<file path="config.mk">
export PLATFORM = sky130hd
export DESIGN_NAME = text_line_renderer
export DESIGN_NICKNAME = d
export VERILOG_FILES = /design/src/rtl/text_line_renderer_pkg.sv /design/src/rtl/text_line_renderer_pipe_delay.sv /design/src/rtl/text_line_renderer.sv
export SDC_FILE = /design/constraint.sdc
export NUM_CORES = 1
export LEC_CHECK = 0
export CORE_ASPECT_RATIO = 1.5
export CORE_MARGIN = 2
export CORE_UTILIZATION = 37
export CTS_CLUSTER_DIAMETER = 30
export DETAILED_ROUTE_END_ITERATION = 6
export PLACE_DENSITY = 0.93
export REMOVE_ABC_BUFFERS = 1
export SLEW_MARGIN = 20
export SYNTH_ARGS = -nofsm -noshare
export SYNTH_HDL_FRONTEND = slang
export SYNTH_SLANG_ARGS = --single-unit
export TNS_END_PERCENT = 30
</file>
<file path="constraint.sdc">
create_clock -name clk -period 2.95 [get_ports clk]
set_clock_uncertainty 0.15 [all_clocks]
set_input_delay 0.295 -clock clk [delete_from_list [all_inputs] [get_ports clk]]
set_output_delay 0.295 -clock clk [all_outputs]
set_load 0.005 [all_outputs]
</file>
<file path="src/rtl/text_line_renderer_pkg.sv">
// Purpose: shared geometry, colour width and pipeline field types for the text-line renderer and its ROMs.
// Latency: n/a (constants, types and one pure helper function).
// Backpressure: n/a.
package text_line_renderer_pkg;

    // Glyph cell geometry shared with the character and font ROMs.
    localparam int GLYPH_W        = 8;
    localparam int GLYPH_H        = 16;
    localparam int CHARS_PER_LINE = 16;
    localparam int RGB_W          = 3;

    // Derived widths.
    localparam int PIX_W      = 10;                     // pixel coordinate width
    localparam int COL_W      = $clog2(GLYPH_W);        // pixel column inside a glyph
    localparam int ROW_W      = $clog2(GLYPH_H);        // glyph row
    localparam int CHAR_IDX_W = $clog2(CHARS_PER_LINE); // glyph index along the line
    localparam int CODE_W     = 7;                      // ASCII code width
    localparam int FONT_A_W   = CODE_W + ROW_W;

    // Text box extent in pixels, sized to compare directly against a pixel offset.
    localparam logic [PIX_W-1:0] BOX_W = PIX_W'(GLYPH_W * CHARS_PER_LINE);
    localparam logic [PIX_W-1:0] BOX_H = PIX_W'(GLYPH_H);

    // Per-pixel fields that must stay aligned with the font ROM read.
    typedef struct packed {
        logic [COL_W-1:0] col;      // column within the glyph, 0 = leftmost
        logic             in_box;   // pixel inside the text box
        logic             video_on; // active video
    } pix_meta_t;

    // Raw syncs travelling alongside the pixel.
    typedef struct packed {
        logic hsync;
        logic vsync;
    } sync_t;

    // Font words store the leftmost pixel in the MSB.
    function automatic logic glyph_pixel(input logic [GLYPH_W-1:0] word,
                                         input logic [COL_W-1:0]   col);
        return word[COL_W'(GLYPH_W - 1) - col];
    endfunction

endpackage

</file>
<file path="src/rtl/text_line_renderer_pipe_delay.sv">
// Purpose: fixed-depth register delay line used to align side-band bundles with the pixel pipeline.
// Latency: DEPTH clocks from din to dout.
// Backpressure: none; accepts one word every clock.
//
// Ports:
//   clk    system clock, rising edge
//   reset  synchronous active-high clear of every stage
//   din    WIDTH-bit word entering the line
//   dout   the word presented DEPTH clocks earlier
module pipe_delay #(
    parameter int WIDTH = 1,
    parameter int DEPTH = 3
) (
    input  logic             clk,
    input  logic             reset,
    input  logic [WIDTH-1:0] din,
    output logic [WIDTH-1:0] dout
);

    logic [WIDTH-1:0] stage [DEPTH];

    always_ff @(posedge clk) begin
        if (reset) begin
            for (int i = 0; i < DEPTH; i++) begin
                stage[i] <= '0;
            end
        end else begin
            stage[0] <= din;
            for (int i = 1; i < DEPTH; i++) begin
                stage[i] <= stage[i-1];
            end
        end
    end

    assign dout = stage[DEPTH-1];

endmodule

</file>
<file path="src/rtl/text_line_renderer.sv">
// Purpose: overlays one 16-glyph line of ROM text (8x16 font) on a VGA pixel stream, with optional blinking.
// Latency: 3 clocks from pixel_x/pixel_y/video_on/syncs to rgb/text_on/hsync_out/vsync_out on every path.
// Backpressure: none; the raster advances one pixel per clock and the block never stalls.
//
// Ports:
//   clk, reset            system clock; synchronous active-high reset flushing the pipeline
//   pixel_x, pixel_y      raster position from the sync generator
//   video_on              active-video flag
//   hsync_in, vsync_in    raw syncs
//   char_xy / char_code   address to / ASCII code from the combinational character ROM
//   font_addr / font_word address to / row bitmap from the font ROM (1-cycle registered read)
//   text_on               pixel lies inside the text box during active video
//   rgb                   output pixel colour
//   hsync_out, vsync_out  syncs delayed to line up with rgb
module text_line_renderer
    import text_line_renderer_pkg::*;
#(
    parameter logic [PIX_W-1:0] ORIGIN_X = 10'd256,
    parameter logic [PIX_W-1:0] ORIGIN_Y = 10'd232,
    parameter logic [RGB_W-1:0] FG_RGB   = 3'b111,
    parameter logic [RGB_W-1:0] BG_RGB   = 3'b000,
    parameter logic             BLINK_EN = 1'b0
) (
    input  logic                clk,
    input  logic                reset,
    input  logic [PIX_W-1:0]    pixel_x,
    input  logic [PIX_W-1:0]    pixel_y,
    input  logic                video_on,
    input  logic                hsync_in,
    input  logic                vsync_in,
    output logic [7:0]          char_xy,
    input  logic [CODE_W-1:0]   char_code,
    output logic [FONT_A_W-1:0] font_addr,
    input  logic [GLYPH_W-1:0]  font_word,
    output logic                text_on,
    output logic [RGB_W-1:0]    rgb,
    output logic                hsync_out,
    output logic                vsync_out
);

    // ------------------------------------------------------------------
    // Stage 0 (combinational): offsets into the box and character lookup.
    // A pixel left of or above the origin wraps to a large offset, so a
    // single unsigned compare per axis covers both edges of the box.
    // ------------------------------------------------------------------
    logic [PIX_W-1:0] dx;
    logic [PIX_W-1:0] dy;
    logic             in_box0;
    pix_meta_t        meta0;
    sync_t            sync0;

    assign dx      = pixel_x - ORIGIN_X;
    assign dy      = pixel_y - ORIGIN_Y;
    assign in_box0 = (dx < BOX_W) && (dy < BOX_H);

    // Single text line: the ROM row nibble is always zero.
    assign char_xy = {4'h0, dx[COL_W +: CHAR_IDX_W]};

    assign meta0 = '{col: dx[COL_W-1:0], in_box: in_box0, video_on: video_on};
    assign sync0 = '{hsync: hsync_in, vsync: vsync_in};

    // ------------------------------------------------------------------
    // Stage 1: capture the character code and glyph row that address the
    // font ROM. The remaining stage-1 fields live inside the delay lines.
    // ------------------------------------------------------------------
    logic [CODE_W-1:0] code1;
    logic [ROW_W-1:0]  row1;

    always_ff @(posedge clk) begin
        if (reset) begin
            code1 <= '0;
            row1  <= '0;
        end else begin
            code1 <= char_code;
            row1  <= dy[ROW_W-1:0];
        end
    end

    assign font_addr = {code1, row1};

    // ------------------------------------------------------------------
    // Stages 1-2 for the per-pixel flags: two registers put them in the
    // same cycle as the font ROM output.
    // ------------------------------------------------------------------
    pix_meta_t        meta2;
    logic [$bits(pix_meta_t)-1:0] meta2_raw;

    pipe_delay #(
        .WIDTH ($bits(pix_meta_t)),
        .DEPTH (2)
    ) u_meta_delay (
        .clk   (clk),
        .reset (reset),
        .din   (meta0),
        .dout  (meta2_raw)
    );

    assign meta2 = pix_meta_t'(meta2_raw);

    // ------------------------------------------------------------------
    // Stages 1-3 for the syncs: the last register of this line is the
    // output register, so the syncs leave in the same cycle as rgb.
    // ------------------------------------------------------------------
    logic [$bits(sync_t)-1:0] sync3_raw;
    sync_t                    sync3;

    pipe_delay #(
        .WIDTH ($bits(sync_t)),
        .DEPTH (3)
    ) u_sync_delay (
        .clk   (clk),
        .reset (reset),
        .din   (sync0),
        .dout  (sync3_raw)
    );

    assign sync3     = sync_t'(sync3_raw);
    assign hsync_out = sync3.hsync;
    assign vsync_out = sync3.vsync;

    // ------------------------------------------------------------------
    // Blink frame counter: advances on each falling edge of the raw vsync.
    // The counter updates on the edge clock, so only pixels reaching the
    // output register afterwards see the new visibility.
    // ------------------------------------------------------------------
    logic       vsync_prev;
    logic [5:0] frame_cnt;
    logic       visible;

    always_ff @(posedge clk) begin
        if (reset) begin
            vsync_prev <= 1'b0;
            frame_cnt  <= '0;
        end else begin
            vsync_prev <= vsync_in;
            if (vsync_prev && !vsync_in) begin
                frame_cnt <= frame_cnt + 6'd1;
            end
        end
    end

    // 32 frames shown, 32 frames hidden.
    assign visible = !BLINK_EN || !frame_cnt[5];

    // ------------------------------------------------------------------
    // Stage 3: pick the colour and register the outputs.
    // ------------------------------------------------------------------
    logic glyph_bit;

    assign glyph_bit = glyph_pixel(font_word, meta2.col);

    always_ff @(posedge clk) begin
        if (reset) begin
            rgb     <= '0;
            text_on <= 1'b0;
        end else begin
            text_on <= meta2.in_box && meta2.video_on;
            if (!meta2.video_on) begin
                rgb <= '0;
            end else if (meta2.in_box && glyph_bit && visible) begin
                rgb <= FG_RGB;
            end else begin
                rgb <= BG_RGB;
            end
        end
    end

endmodule

</file>
==> reports/qor.csv <==
stage,metric,value,unit
layout,fillers,230,
detailed_routing,"antenna viol nets, final",0,
layout,P&R area growth vs syn,59.67,%
power_and_ir_drop,combinational share of power,0.119,
die,Initial Util,0.3779,
global_routing,initial antenna violation count,0,
clocking,CTS Buffer Depth,2,
detailed_routing,drt first pass iters,4,
layout,share of post-route cells with drive strength above 1,0.05634,
clocking,hold_buf cts,0,
place,DP HPWL,1.574,mm
clocking,Num CTS Buffers,5,
sta,Slew Limit Fails,0,
clocking,Worst-path clk slew,0.05,ns
sta,Final Cycle Share,0.5668,
run_status,status,completed,
power_and_ir_drop,P_int,645.1,uW
global_routing,vias in the first global route,705,
worst_setup_path,critical path type,input pin to flip-flop,
worst_setup_path,worst setup path start,pixel_y[3],
worst_setup_path,Worst Path Max Fanout,4,
synth,Post-Syn Area,989.7,um2
power_and_ir_drop,Peak VDD IR,0.3207,mV
detailed_routing,total wire length,1.837,mm
hold_path,Tightest Hold Check Type,flip-flop to flip-flop,
worst_setup_path,RR Startpoint,u_meta_delay.stage[0][7],
layout,multi-input combinational cell area,326.6,um2
die,Die X,46.23,um
power_and_ir_drop,total power,797.9,uW
synth,#FFs+latches synth,29,
power_and_ir_drop,Reg power frac,0.518,
hold_path,Hold Crit Start,u_sync_delay.stage[0][3],
die,row cnt,23,
detailed_routing,DR DRC count,0,
die,IO Pins,65,
clocking,CTS tree,built,
sta,Max Fclk,0.5981,GHz
synth,post-synthesis cell count,89,
synth,Unique masters post-synth,19,
sta,Setup-failing EPs final,0,
synth,post-synthesis sequential area ratio,0.5866,
sta,crit path time final,1.672,ns
power_and_ir_drop,Net Sw Frac,0.1914,
detailed_routing,vias per cell,4.151,
clocking,root cell of the clock tree,clkbuf_8,
power_and_ir_drop,clock group share of total power,0.363,
global_routing,first-pass GRT wire length,2.711,mm
die,Die H,67.34,um
detailed_routing,routed len/inst,10.26,um
power_and_ir_drop,pwr/cell area,504.9,mW/mm2
detailed_routing,initial DRC count,12,
layout,number of diodes,0,
clocking,Setup Buffers After CTS,0,
detailed_routing,total number of vias,743,
worst_setup_path,slowest cell delay on critical path,0.53,ns
power_and_ir_drop,Leakage,0.6179,nW
clocking,CTS HTree Levels,2,
layout,Storage cell area,580.6,um2
worst_setup_path,critical path required time,2.97,ns
clocking,clk sinks,29,
worst_setup_path,Critical Path Sink Type,flip-flop,
sta,TNS Setup,0,ns
place,IO buf count,52,
die,Core ar.,0.002619,mm2
sta,RSZ-0062 raised after global routing,false,
power_and_ir_drop,P_sw,152.7,uW
layout,nets,182,
worst_setup_path,startpoint type of the worst setup path,input pin,
synth,"Avg Cell Area, Syn",11.12,um2
die,die area,0.003113,mm2
clocking,worst-skew pair later-pin latency,0.27,ns
synth,yosys warns,0,
global_routing,total gr overflow,0,
worst_setup_path,crit path DAT,1.69,ns
worst_setup_path,CP Cell Sequence,clkdlybuf4s50_1 > inv_1 > ha_1 > nor4b_1 > nand3b_1 > a221oi_1,
global_routing,GRT Overall Usage,0.1278,
worst_setup_path,slowest cell on the critical path,clkdlybuf4s50_1,
clocking,Resized Gates After CTS,0,
global_routing,largest net degree at the start of global routing,17,
sta,final hold violations,0,
place,GPL Wtd Cong,0.6470,
job,total of max-cap violations,0,
## cell usage after synthesis (all sizes together)
cell,number,area share
a221oi,1,0.0089
and3b,1,0.0089
and4b,1,0.010
buf,10,0.076
clkbuf,2,0.0076
conb,1,0.0038
dfxtp,29,0.59
ha,1,0.013
inv,3,0.011
mux2i,2,0.020
mux4,1,0.023
nand2b,1,0.0063
nand3,2,0.010
nand3b,3,0.023
nor2,3,0.011
nor2b,25,0.16
nor4b,1,0.0089
o2111ai,1,0.0089
o21ai,1,0.0051
## routing by layer
metal,GRT usage,routed length (um),share of wire,vias up
met5,0,0,0,-
met4,0.08571,39,0.021,0
met3,0.04011,164,0.089,5
met2,0.2500,1074,0.58,44
met1,0.09532,559,0.30,320
li1,-,-,-,374
## sequential cells by signal, summed over array words and instances (netlist names)
name	flops
text_on	1
code1	7
row1	4
u_meta_delay.stage	10
u_sync_delay.stage	6
rgb	1
## layout by cell type, fill, tap and decap left out, types with 3 or more instances in the layout
cell,count
clkbuf_1,3
dfxtp_1,29
nand3b_1,3
nor2_1,3
inv_1,3
conb_1,4
nor2b_1,25
clkdlybuf4s50_1,52
clkbuf_8,5
## path summary, 6_finish.rpt
| path | to | slack [ns] | cells past startpoint |
|---|---|---|---|
| worst min register to register | u_sync_delay.stage[0][5] | 0.28 | 1 |
| worst max register to register | rgb[1] | 1.48 | 3 |
| worst max-delay path | u_meta_delay.stage[0][1] | 1.28 | 6 |
| worst min-delay path | u_sync_delay.stage[0][5] | 0.28 | 1 |
## stage by stage
step | utilization | cells | area [um2] | hold slack (ns) | setup WS (ns)
6_report | 0.6034 | 179 | 1580 | 0.2847 | 1.278
2_1_floorplan | - | 80 | 918.4 | 0.2117 | 1.556
5_1_grt | 0.6034 | 179 | 1580 | 0.3114 | 1.137
3_5_place_dp | 0.5729 | 171 | 1500 | 0.2739 | 0.9961
4_1_cts | 0.6034 | 179 | 1580 | 0.2885 | 1.279
3_3_place_gp | 0.5729 | 171 | 1500 | 0.2704 | 1.088
## cell families (layout without fill, tap and decap cells)
group | Yosys count | after routing | share of synthesized area
buffers and inverters | 15 | 65 | 0.09482
adder cells (fa/ha/maj) | 1 | 1 | 0.01264
multiplexers | 3 | 3 | 0.04298
AO/OA/AOI/OAI | 3 | 3 | 0.02275
other | 1 | 4 | 0.003789
flip-flops | 29 | 29 | 0.5866
AND/OR/NAND/NOR | 37 | 37 | 0.2364
## power by group through the flow
| stage | logic [mW] | clock network (mW) | registers [mW] |
|---|---|---|---|
| 6_report | 0.0950 | 0.290 | 0.413 |
| 5_1_grt | 0.103 | 0.316 | 0.415 |
| 4_1_cts | 0.0965 | 0.300 | 0.413 |
| 3_5_place_dp | 0.0963 | 0 | 0.422 |
| 3_3_place_gp | 0.0926 | 0 | 0.421 |
| 2_1_floorplan | 0.0206 | 0 | 0.422 |
## final cells by class
cell class	instances	area share
clock buffers	8	0.05067
inverters	3	0.007126
multi-input cells	48	0.2067
flip-flops and latches	29	0.3674
well taps	37	0.02930
repair buffers	54	0.3389
## worst max-delay path, delay by kind of cell
family                   cells  cell delay (ns)
adder cells (fa/ha/maj)      1             0.27
AND/OR/NAND/NOR              2             0.33
AO/OA/AOI/OAI                1             0.21
buffers and inverters        2             0.59
Note: power is estimated with default switching activity, not from simulation.
